==> src/rtl/mips_multicycle_ctrl.sv <==
// mips_multicycle_ctrl: main control unit of the multi-cycle MIPS core.
// It contains a Moore FSM that sequences one instruction over 3-5 cycles.
// It drives the memory, IR, register-file, ALU and PC controls.
// The ALU decoder maps ALUOp/funct to alu_control.
// Optional build macro: CTRL_BNE_EN adds bne (op 000101) through BRANCH.
// STATE_W must be at least 4; bits above the 4-bit state encoding read as zero.
module mips_multicycle_ctrl #(
  parameter int STATE_W = 4
) (
  input  logic               clk,
  input  logic               reset,
  input  logic [5:0]         op,
  input  logic [5:0]         funct,
  input  logic               zero,
  output logic               iord,
  output logic               mem_write,
  output logic               ir_write,
  output logic               reg_dst,
  output logic               mem_to_reg,
  output logic               reg_write,
  output logic               alu_src_a,
  output logic [1:0]         alu_src_b,
  output logic [2:0]         alu_control,
  output logic [1:0]         pc_src,
  output logic               pc_en,
  output logic               illegal_op,
  output logic [STATE_W-1:0] state_dbg
);

  // Supported opcodes
  localparam logic [5:0] OP_LW    = 6'b100011;
  localparam logic [5:0] OP_SW    = 6'b101011;
  localparam logic [5:0] OP_RTYPE = 6'b000000;
  localparam logic [5:0] OP_BEQ   = 6'b000100;
  localparam logic [5:0] OP_ADDI  = 6'b001000;
  localparam logic [5:0] OP_J     = 6'b000010;
`ifdef CTRL_BNE_EN
  localparam logic [5:0] OP_BNE   = 6'b000101;
`endif

  // R-type function codes understood by the ALU decoder
  localparam logic [5:0] FN_ADD = 6'b100000;
  localparam logic [5:0] FN_SUB = 6'b100010;
  localparam logic [5:0] FN_AND = 6'b100100;
  localparam logic [5:0] FN_OR  = 6'b100101;
  localparam logic [5:0] FN_SLT = 6'b101010;

  // ALU operation codes
  localparam logic [2:0] ALU_AND = 3'b000;
  localparam logic [2:0] ALU_OR  = 3'b001;
  localparam logic [2:0] ALU_ADD = 3'b010;
  localparam logic [2:0] ALU_SUB = 3'b110;
  localparam logic [2:0] ALU_SLT = 3'b111;

  typedef enum logic [3:0] {
    S_FETCH   = 4'd0,
    S_DECODE  = 4'd1,
    S_MEMADR  = 4'd2,
    S_MEMRD   = 4'd3,
    S_MEMWB   = 4'd4,
    S_MEMWR   = 4'd5,
    S_EXECUTE = 4'd6,
    S_ALUWB   = 4'd7,
    S_BRANCH  = 4'd8,
    S_ADDIEX  = 4'd9,
    S_ADDIWB  = 4'd10,
    S_JUMP    = 4'd11
  } state_t;

  state_t     state_reg;
  state_t     state_next;
  state_t     state_out;      // state seen by the output decode (FETCH while in reset)

  logic       mem_write_raw;
  logic       ir_write_raw;
  logic       reg_write_raw;
  logic       pc_write;
  logic       branch;
  logic       illegal_raw;
  logic       branch_taken;
  logic [1:0] alu_op;

  // State register; reset abandons whatever instruction is in flight.
  always_ff @(posedge clk) begin
    if (reset) begin
      state_reg <= S_FETCH;
    end else begin
      state_reg <= state_next;
    end
  end

  // Next-state logic; unused encodings 12-15 fall back to FETCH.
  always_comb begin
    state_next = S_FETCH;
    case (state_reg)
      S_FETCH: state_next = S_DECODE;
      S_DECODE: begin
        case (op)
          OP_LW, OP_SW: state_next = S_MEMADR;
          OP_RTYPE:     state_next = S_EXECUTE;
          OP_BEQ:       state_next = S_BRANCH;
          OP_ADDI:      state_next = S_ADDIEX;
          OP_J:         state_next = S_JUMP;
`ifdef CTRL_BNE_EN
          OP_BNE:       state_next = S_BRANCH;
`endif
          default:      state_next = S_FETCH;
        endcase
      end
      S_MEMADR:  state_next = (op == OP_LW) ? S_MEMRD : S_MEMWR;
      S_MEMRD:   state_next = S_MEMWB;
      S_EXECUTE: state_next = S_ALUWB;
      S_ADDIEX:  state_next = S_ADDIWB;
      default:   state_next = S_FETCH;
    endcase
  end

  // While reset is held, all outputs show the FETCH values.
  assign state_out = reset ? S_FETCH : state_reg;

  // Moore output decode; every output defaults to 0.
  always_comb begin
    iord          = 1'b0;
    mem_write_raw = 1'b0;
    ir_write_raw  = 1'b0;
    reg_dst       = 1'b0;
    mem_to_reg    = 1'b0;
    reg_write_raw = 1'b0;
    alu_src_a     = 1'b0;
    alu_src_b     = 2'b00;
    alu_op        = 2'b00;
    pc_src        = 2'b00;
    pc_write      = 1'b0;
    branch        = 1'b0;
    case (state_out)
      S_FETCH: begin
        alu_src_b    = 2'b01;
        ir_write_raw = 1'b1;
        pc_write     = 1'b1;
      end
      S_DECODE: begin
        alu_src_b = 2'b11;
      end
      S_MEMADR: begin
        alu_src_a = 1'b1;
        alu_src_b = 2'b10;
      end
      S_MEMRD: begin
        iord = 1'b1;
      end
      S_MEMWB: begin
        mem_to_reg    = 1'b1;
        reg_write_raw = 1'b1;
      end
      S_MEMWR: begin
        iord          = 1'b1;
        mem_write_raw = 1'b1;
      end
      S_EXECUTE: begin
        alu_src_a = 1'b1;
        alu_op    = 2'b10;
      end
      S_ALUWB: begin
        reg_dst       = 1'b1;
        reg_write_raw = 1'b1;
      end
      S_BRANCH: begin
        alu_src_a = 1'b1;
        alu_op    = 2'b01;
        pc_src    = 2'b01;
        branch    = 1'b1;
      end
      S_ADDIEX: begin
        alu_src_a = 1'b1;
        alu_src_b = 2'b10;
      end
      S_ADDIWB: begin
        reg_write_raw = 1'b1;
      end
      S_JUMP: begin
        pc_src   = 2'b10;
        pc_write = 1'b1;
      end
      default: ;
    endcase
  end

  // DECODE falls back to FETCH only for an opcode it does not know.
  assign illegal_raw = (state_reg == S_DECODE) && (state_next == S_FETCH);

`ifdef CTRL_BNE_EN
  logic bne_reg;

  // Remember that the branch in flight is a bne; cleared on the way back to FETCH.
  always_ff @(posedge clk) begin
    if (reset || (state_next == S_FETCH)) begin
      bne_reg <= 1'b0;
    end else if (state_reg == S_DECODE) begin
      bne_reg <= (op == OP_BNE);
    end
  end

  assign branch_taken = branch & (zero ^ bne_reg);
`else
  assign branch_taken = branch & zero;
`endif

  // ALU decoder: ALUOp selects add/sub or defers to funct for R-type.
  always_comb begin
    alu_control = ALU_ADD;
    case (alu_op)
      2'b00: alu_control = ALU_ADD;
      2'b01: alu_control = ALU_SUB;
      2'b10: begin
        case (funct)
          FN_ADD:  alu_control = ALU_ADD;
          FN_SUB:  alu_control = ALU_SUB;
          FN_AND:  alu_control = ALU_AND;
          FN_OR:   alu_control = ALU_OR;
          FN_SLT:  alu_control = ALU_SLT;
          default: alu_control = ALU_ADD;
        endcase
      end
      default: alu_control = ALU_ADD;
    endcase
  end

  // Write enables and the illegal pulse are suppressed while reset is held.
  assign mem_write  = mem_write_raw & ~reset;
  assign ir_write   = ir_write_raw  & ~reset;
  assign reg_write  = reg_write_raw & ~reset;
  assign pc_en      = (pc_write | branch_taken) & ~reset;
  assign illegal_op = illegal_raw & ~reset;
  assign state_dbg  = STATE_W'(state_out);

endmodule

==> config.mk <==
export PLATFORM = sky130hd
export DESIGN_NAME = mips_multicycle_ctrl
export DESIGN_NICKNAME = d
export VERILOG_FILES = /design/src/rtl/mips_multicycle_ctrl.sv
export SDC_FILE = /design/constraint.sdc
export NUM_CORES = 1
export LEC_CHECK = 0
export CORE_ASPECT_RATIO = 0.9
export CORE_MARGIN = 2
export CORE_UTILIZATION = 37
export CTS_CLUSTER_DIAMETER = 50
export DETAILED_ROUTE_END_ITERATION = 6
export GPL_ROUTABILITY_DRIVEN = 1
export GPL_TIMING_DRIVEN = 1
export PLACE_DENSITY = 0.76
export SYNTH_ARGS = -nofsm -noshare
export SYNTH_HDL_FRONTEND = slang
export SYNTH_SLANG_ARGS = --single-unit
==> constraint.sdc <==
create_clock -name clk -period 2.5 [get_ports clk]
set_input_delay 0.5 -clock clk [delete_from_list [all_inputs] [get_ports clk]]
set_output_delay 0.5 -clock clk [all_outputs]
set_load 0.02 [all_outputs]
==> metrics.txt, run 1 <==
status finished clean; top_reg_cell synth dfxtp_1; first-pass GRT wire length 3170 µm; H-Tree Depth 1; Detailed Route WL 2100 µm; gpl congestion 0.821; I/O pin count 35; Worst R2R Start state_reg[0]; CTS tree built; layout cells sized above 1 0.317; die area 0.00203 mm²; Switch Pwr 0.0000798 W; final std cells w/o fill 169; number of global-route vias before repair 796; Initial DRT Pass Iterations 4; fmax 0.402 GHz; CTS sink cnt 4; Critical Path AT 1.99 ns; chip height 42.9 µm; Pwr Total 0.000258 W; DRC Markers 0; Synth Area per Inst 7.00 µm²; row count 14; initial DRC count 18; Seq pwr share 0.265; crit end category output pin; worst r2r dst state_reg[1]; Sw Ratio 0.309; leak pwr 0.525 nW; Core ar. 0.00163 mm²; Worst Hold Path EP state_reg[2]; worst min path class reg2reg; Yosys cell types 37; endpoints failing setup 0; Starting Density 0.382; global-route usage over all layers 0.225; MaxCap Viol Count 0; die width 47.3 µm; largest net degree at the start of global routing 16; DP HPWL 1540 µm; P_int 0.000178 W; Clock Latency Late Sink 0.23 ns; reg2reg setup slack 1.07 ns; area of the mapped netlist 623 µm²; post-cts hold buffer count 0; Final Skew 0.00416 ns; CP Launch Type input port; cell taking the most area after synthesis dfxtp_1; Synth top area share 0.129; worst-margin pin slew 0.427 ns; Antenna Cells 0; max reg flops 4; post-synthesis cell count 89; Yosys reg bits 4; DR vias 872; hold_sp state_reg[3]; Worst EP required 2.00 ns; CTS clk-pin slew, worst paths 0.04 ns; minimum clock period 2.49 ns; Yosys warning total 0; dpl cell area 0.00109 mm²; sequential fraction of the synthesis area 0.129; Logic pwr share 0.428; P&R area growth vs syn 91.6%; Clock Power Share 0.308; post-route ant nets 0; PwrDens 216 mW/mm²; port buffer count 34; Final WS setup 0.0144 ns; GRT overflow 0; vias per cell 5.16; Max IR drop VDD 151 µV; cell count after placement 161; Crit Path Class in2out; setup TNS 0 ns; WL/cell 12.4 µm; final hold vios 0; antenna violations before repair 0; Root Buffer clkbuf_4; clk buf depth 2; worst-case reg-to-reg path depth 4; crit path max fanout 4; Max Transition Viols Final 0; post-layout instance area 0.00119 mm²; pre-CTS setup slack -0.814 ns; number of synthesized flops with an enable pin 0; hold depth 2; top cells by area, synth dfxtp_1, nor3_1, nor2_1; NumNets Final 164; crit share post-route 0.994; async set or reset register ratio after synthesis 0; Mapped Nets 106; RSZ-0062 raised after global routing yes; cts bufs inserted 3; Slew headroom 0.711
-- through the flow --
step / utilization / hold slack [ns]
final: 0.733 / 0.688
after global routing: 0.733 / 0.715
after detailed placement: 0.671 / 0.645
after global placement: 0.671 / 0.645
after floorplan: - / 0.586
after CTS: 0.724 / 0.691
-- power groups by stage --
| stage | sequential (W) | combinational (W) | clock [W] |
|---|---|---|---|
| 3_5_place_dp | 0.0000689 | 0.000106 | 0 |
| 2_1_floorplan | 0.0000686 | 0.0000483 | 0 |
| 3_3_place_gp | 0.0000690 | 0.000104 | 0 |
| 6_report | 0.0000683 | 0.000110 | 0.0000794 |
| 5_1_grt | 0.0000686 | 0.000119 | 0.0000847 |
| 4_1_cts | 0.0000681 | 0.000109 | 0.0000823 |
-- cells in the mapped netlist, drive strengths merged (2+ instances only) --
cell type,count
o22ai,2
xor2,2
o21ai,3
ha,2
inv,8
nand4,2
nor4,3
nor3,7
dfxtp,4
nor2,9
nand2b,5
o211ai,3
nor3b,2
buf,5
a211oi,2
and3,2
nor2b,2
nand2,8
a21oi,6
-- worst max-delay path, cell delays in order --
cell and delay [ns]:
buf_6 0.08, buf_6 0.10, buf_6 0.09, nor2b_4 0.03, or4_4 0.50, ha_4 0.19, inv_4 0.06, nor4_4 0.04
nor2_1 0.12, o211ai_1 0.10, buf_4 0.17
-- worst max-delay path by stage --
stage	startpoint	endpoint	slack [ns]	cells after the start
final	reset	alu_control[1]	0.01	11
after CTS	reset	alu_control[1]	-0.05	10
after global routing	reset	alu_control[1]	-0.05	11
after global placement	reset	alu_control[1]	-0.74	10
after floorplan	reset	alu_control[2]	0.04	9
after detailed placement	reset	alu_control[1]	-0.81	10
-- metal layers --
metal,global-route usage,share of wire,vias to the layer above
li1,-,-,430
met1,0.242,0.37,406
met2,0.405,0.56,32
met3,0.0128,0.054,4
met4,0.133,0.023,0
met5,0,0,-
-- layout make-up --
type | count | area (µm²)
Sequential cell | 4 | 80.1
Timing Repair Buffer | 58 | 519
Multi-Input combinational cell | 72 | 509
Inverter | 8 | 32.5
Tap cell | 24 | 30.0
Fill cell | 141 | 435
Clock buffer | 3 | 22.5
-- placed cells by master (no fill, tap or decap), drive strengths merged, types with 2 or more instances in the layout --
cell type,synthesis,layout
buf,5,29
clkdlybuf4s50,0,22
nor2,9,9
nand2,8,8
inv,8,8
nor3,7,7
a21oi,6,6
dlygate4sd2,0,5
nand2b,5,5
dfxtp,4,4
o211ai,3,3
o21ai,3,3
clkbuf,0,3
nor4,3,3
a211oi,2,2
and3,2,2
xor2,2,2
nand4,2,2
dlymetal6s2s,0,2
nor2b,2,2
nor3b,2,2
o22ai,2,2
ha,2,2
-- timing repair --
item | 4_1_cts | 5_1_grt
pin swaps | 5 | 5
buffers inserted | 4 | 1
setup endpoints to repair | 15 | 6
gates resized for setup | 37 | 5
hold endpoints to repair | 0 | 0
-- kinds of logic after synthesis --
family	count (synthesis)	synth area share
xor+xnor	3	0.0422
flops	4	0.129
fa+ha+maj	2	0.0402
simple gates	47	0.448
buf+inv	13	0.126
compound gates	20	0.215
(Power assumes the default switching activity.)
==> run 2: changes to the inputs <==
--- a/config.mk
+++ b/config.mk
@@ -5,6 +5,7 @@
 export SDC_FILE = /design/constraint.sdc
 export NUM_CORES = 1
 export LEC_CHECK = 0
+export CAP_MARGIN = 20
 export CORE_ASPECT_RATIO = 0.9
 export CORE_MARGIN = 2
 export CORE_UTILIZATION = 37
@@ -13,6 +14,7 @@
 export GPL_ROUTABILITY_DRIVEN = 1
 export GPL_TIMING_DRIVEN = 1
 export PLACE_DENSITY = 0.76
+export REMOVE_ABC_BUFFERS = 1
 export SYNTH_ARGS = -nofsm -noshare
 export SYNTH_HDL_FRONTEND = slang
 export SYNTH_SLANG_ARGS = --single-unit
==> run 2 against run 1 <==
Net effect: the flow now finishes with violations (setup timing); cell count rose by 3.0%; clock skew decreased by 0.0026 ns; utilization increased by 3.1 points; sequential share of layout area shrank 0.28 points; design area is 4.3% higher; die area unchanged; combinational power rose by 9%; largest cell class unchanged.
==> metrics.txt, run 2 (synthesis results as in run 1) <==
max reg flops 4; Max Transition Viols Final 0; hold depth 2; gpl congestion 0.841; Final WS setup -0.0302 ns; final hold vios 0; Seq pwr share 0.255; CP Launch Type input port; RSZ-0062 raised after global routing yes; crit path to alu_control[1]; Reg area 80.1 µm²; antenna violations before repair 0; worst r2r dst state_reg[1]; I/O pin count 35; worst-case reg-to-reg path depth 4; reg2reg setup slack 0.83 ns; Critical Path AT 2.03 ns; Switch Pwr 0.0000877 W; most frequent cells in the layout buf_4, clkdlybuf4s50_1, nand2_1, nor2_1, nor3_1; Starting Density 0.382; die width 47.3 µm; vias per cell 5.42; Logic pwr share 0.439; worst-margin pin slew 0.441 ns; Filler cells 114; clk buf depth 2; Sw Ratio 0.321; fin util 0.764; number of global-route vias before repair 934; Detailed Route WL 2310 µm; worst min path class reg2reg; setup TNS -0.0345 ns; H-Tree Depth 1; fmax 0.395 GHz; P&R area growth vs syn 99.8%; CTS tree built; status finished with violations; Core ar. 0.00163 mm²; port buffer count 34; leak pwr 0.590 nW; Worst EP required 2.00 ns; Root Buffer clkbuf_4; CTS sink cnt 4; Clock Power Share 0.307; dpl cell area 0.00112 mm²; GRT overflow 0; P_int 0.000185 W; CTS clk-pin slew, worst paths 0.04 ns; PwrDens 219 mW/mm²; commonest non-fill, non-tap cell in the layout buf_4; MaxCap Viol Count 0; layout cells sized above 1 0.353; DP HPWL 1720 µm; Pwr Total 0.000273 W; Worst Setup SP reset; Crit Path Class in2out; endpoints failing setup 2; cts bufs inserted 3; Final Skew 0.00159 ns; die area 0.00203 mm²; crit share post-route 1.01; minimum clock period 2.53 ns; NumNets Final 169; WL/cell 13.3 µm; row count 14; Slew headroom 0.702; initial DRC count 19; crit end category output pin; post-layout instance area 0.00124 mm²; post-cts hold buffer count 0; Max IR drop VDD 285 µV; post-route ant nets 0; Worst R2R Start state_reg[0]; DRC Markers 0; failing checks setup timing; chip height 42.9 µm; DR vias 943; Initial DRT Pass Iterations 4; multi-input combinational cell area 517 µm²; first-pass GRT wire length 3640 µm; largest net degree at the start of global routing 14; crit path max fanout 2; Clock Latency Late Sink 0.24 ns; Antenna Cells 0; global-route usage over all layers 0.245
run 2: cell count changes in the layout (fill, tap and decap cells not counted), sizes merged:
cell	delta
dlymetal6s2s	+1
buf	+5
clkdlybuf4s50	-1
run 2: area by class of cell:
| type | count | area share |
|---|---|---|
| timing repair buffer | 63 | 0.452 |
| multi-input combinational | 72 | 0.415 |
| sequential | 4 | 0.0643 |
| inverter | 8 | 0.0261 |
| tap | 24 | 0.0241 |
| clock buffer | 3 | 0.0181 |
run 2: worst min path at each step:
stage,startpoint,to,slack [ns]
final,state_reg[3],state_reg[2],0.68
after global routing,state_reg[3],state_reg[2],0.71
after CTS,state_reg[3],state_reg[2],0.68
after detailed placement,state_reg[3],state_reg[2],0.64
after global placement,state_reg[3],state_reg[2],0.64
after floorplan,state_reg[3],state_reg[2],0.54
run 2: timing repair:
action,in CTS,in global routing
pin swaps,6,5
endpoints found under the hold margin,0,0
setup buffers,3,2
endpoints found under the setup margin,13,6
gates resized for setup,39,9
run 2: metal layers:
layer  global-route usage  up-vias  part of all wire
met5                    0        -                 0
li1                     -      447                 -
met4                0.100        0             0.023
met3               0.0553       10             0.080
met1                0.274      430              0.40
met2                0.424       56              0.50
run 2: stage by stage:
stage | hold WS, ns | setup WS, ns | cells
6_report | 0.684 | -0.0302 | 174
5_1_grt | 0.712 | -0.0865 | 174
4_1_cts | 0.683 | -0.0960 | 172
3_5_place_dp | 0.639 | -0.862 | 166
3_3_place_gp | 0.636 | -0.771 | 166
2_1_floorplan | 0.540 | -0.116 | 84
run 2: critical path, cell delays in order:
cell and delay, ns:
buf_8 0.07, buf_6 0.08, nand2b_4 0.11, inv_2 0.04
or4_4 0.55, ha_4 0.20, inv_4 0.06, nor4_4 0.04
nor2_2 0.10, o211ai_1 0.11, buf_4 0.17
run 2: power groups by stage:
stage | Sequential, W | Clock [W] | Combinational (W)
floorplan | 0.0000722 | 0 | 0.0000383
CTS | 0.0000693 | 0.0000848 | 0.000114
global placement | 0.0000697 | 0 | 0.000106
finish | 0.0000695 | 0.0000837 | 0.000120
global route | 0.0000693 | 0.0000942 | 0.000127
detailed placement | 0.0000698 | 0 | 0.000108
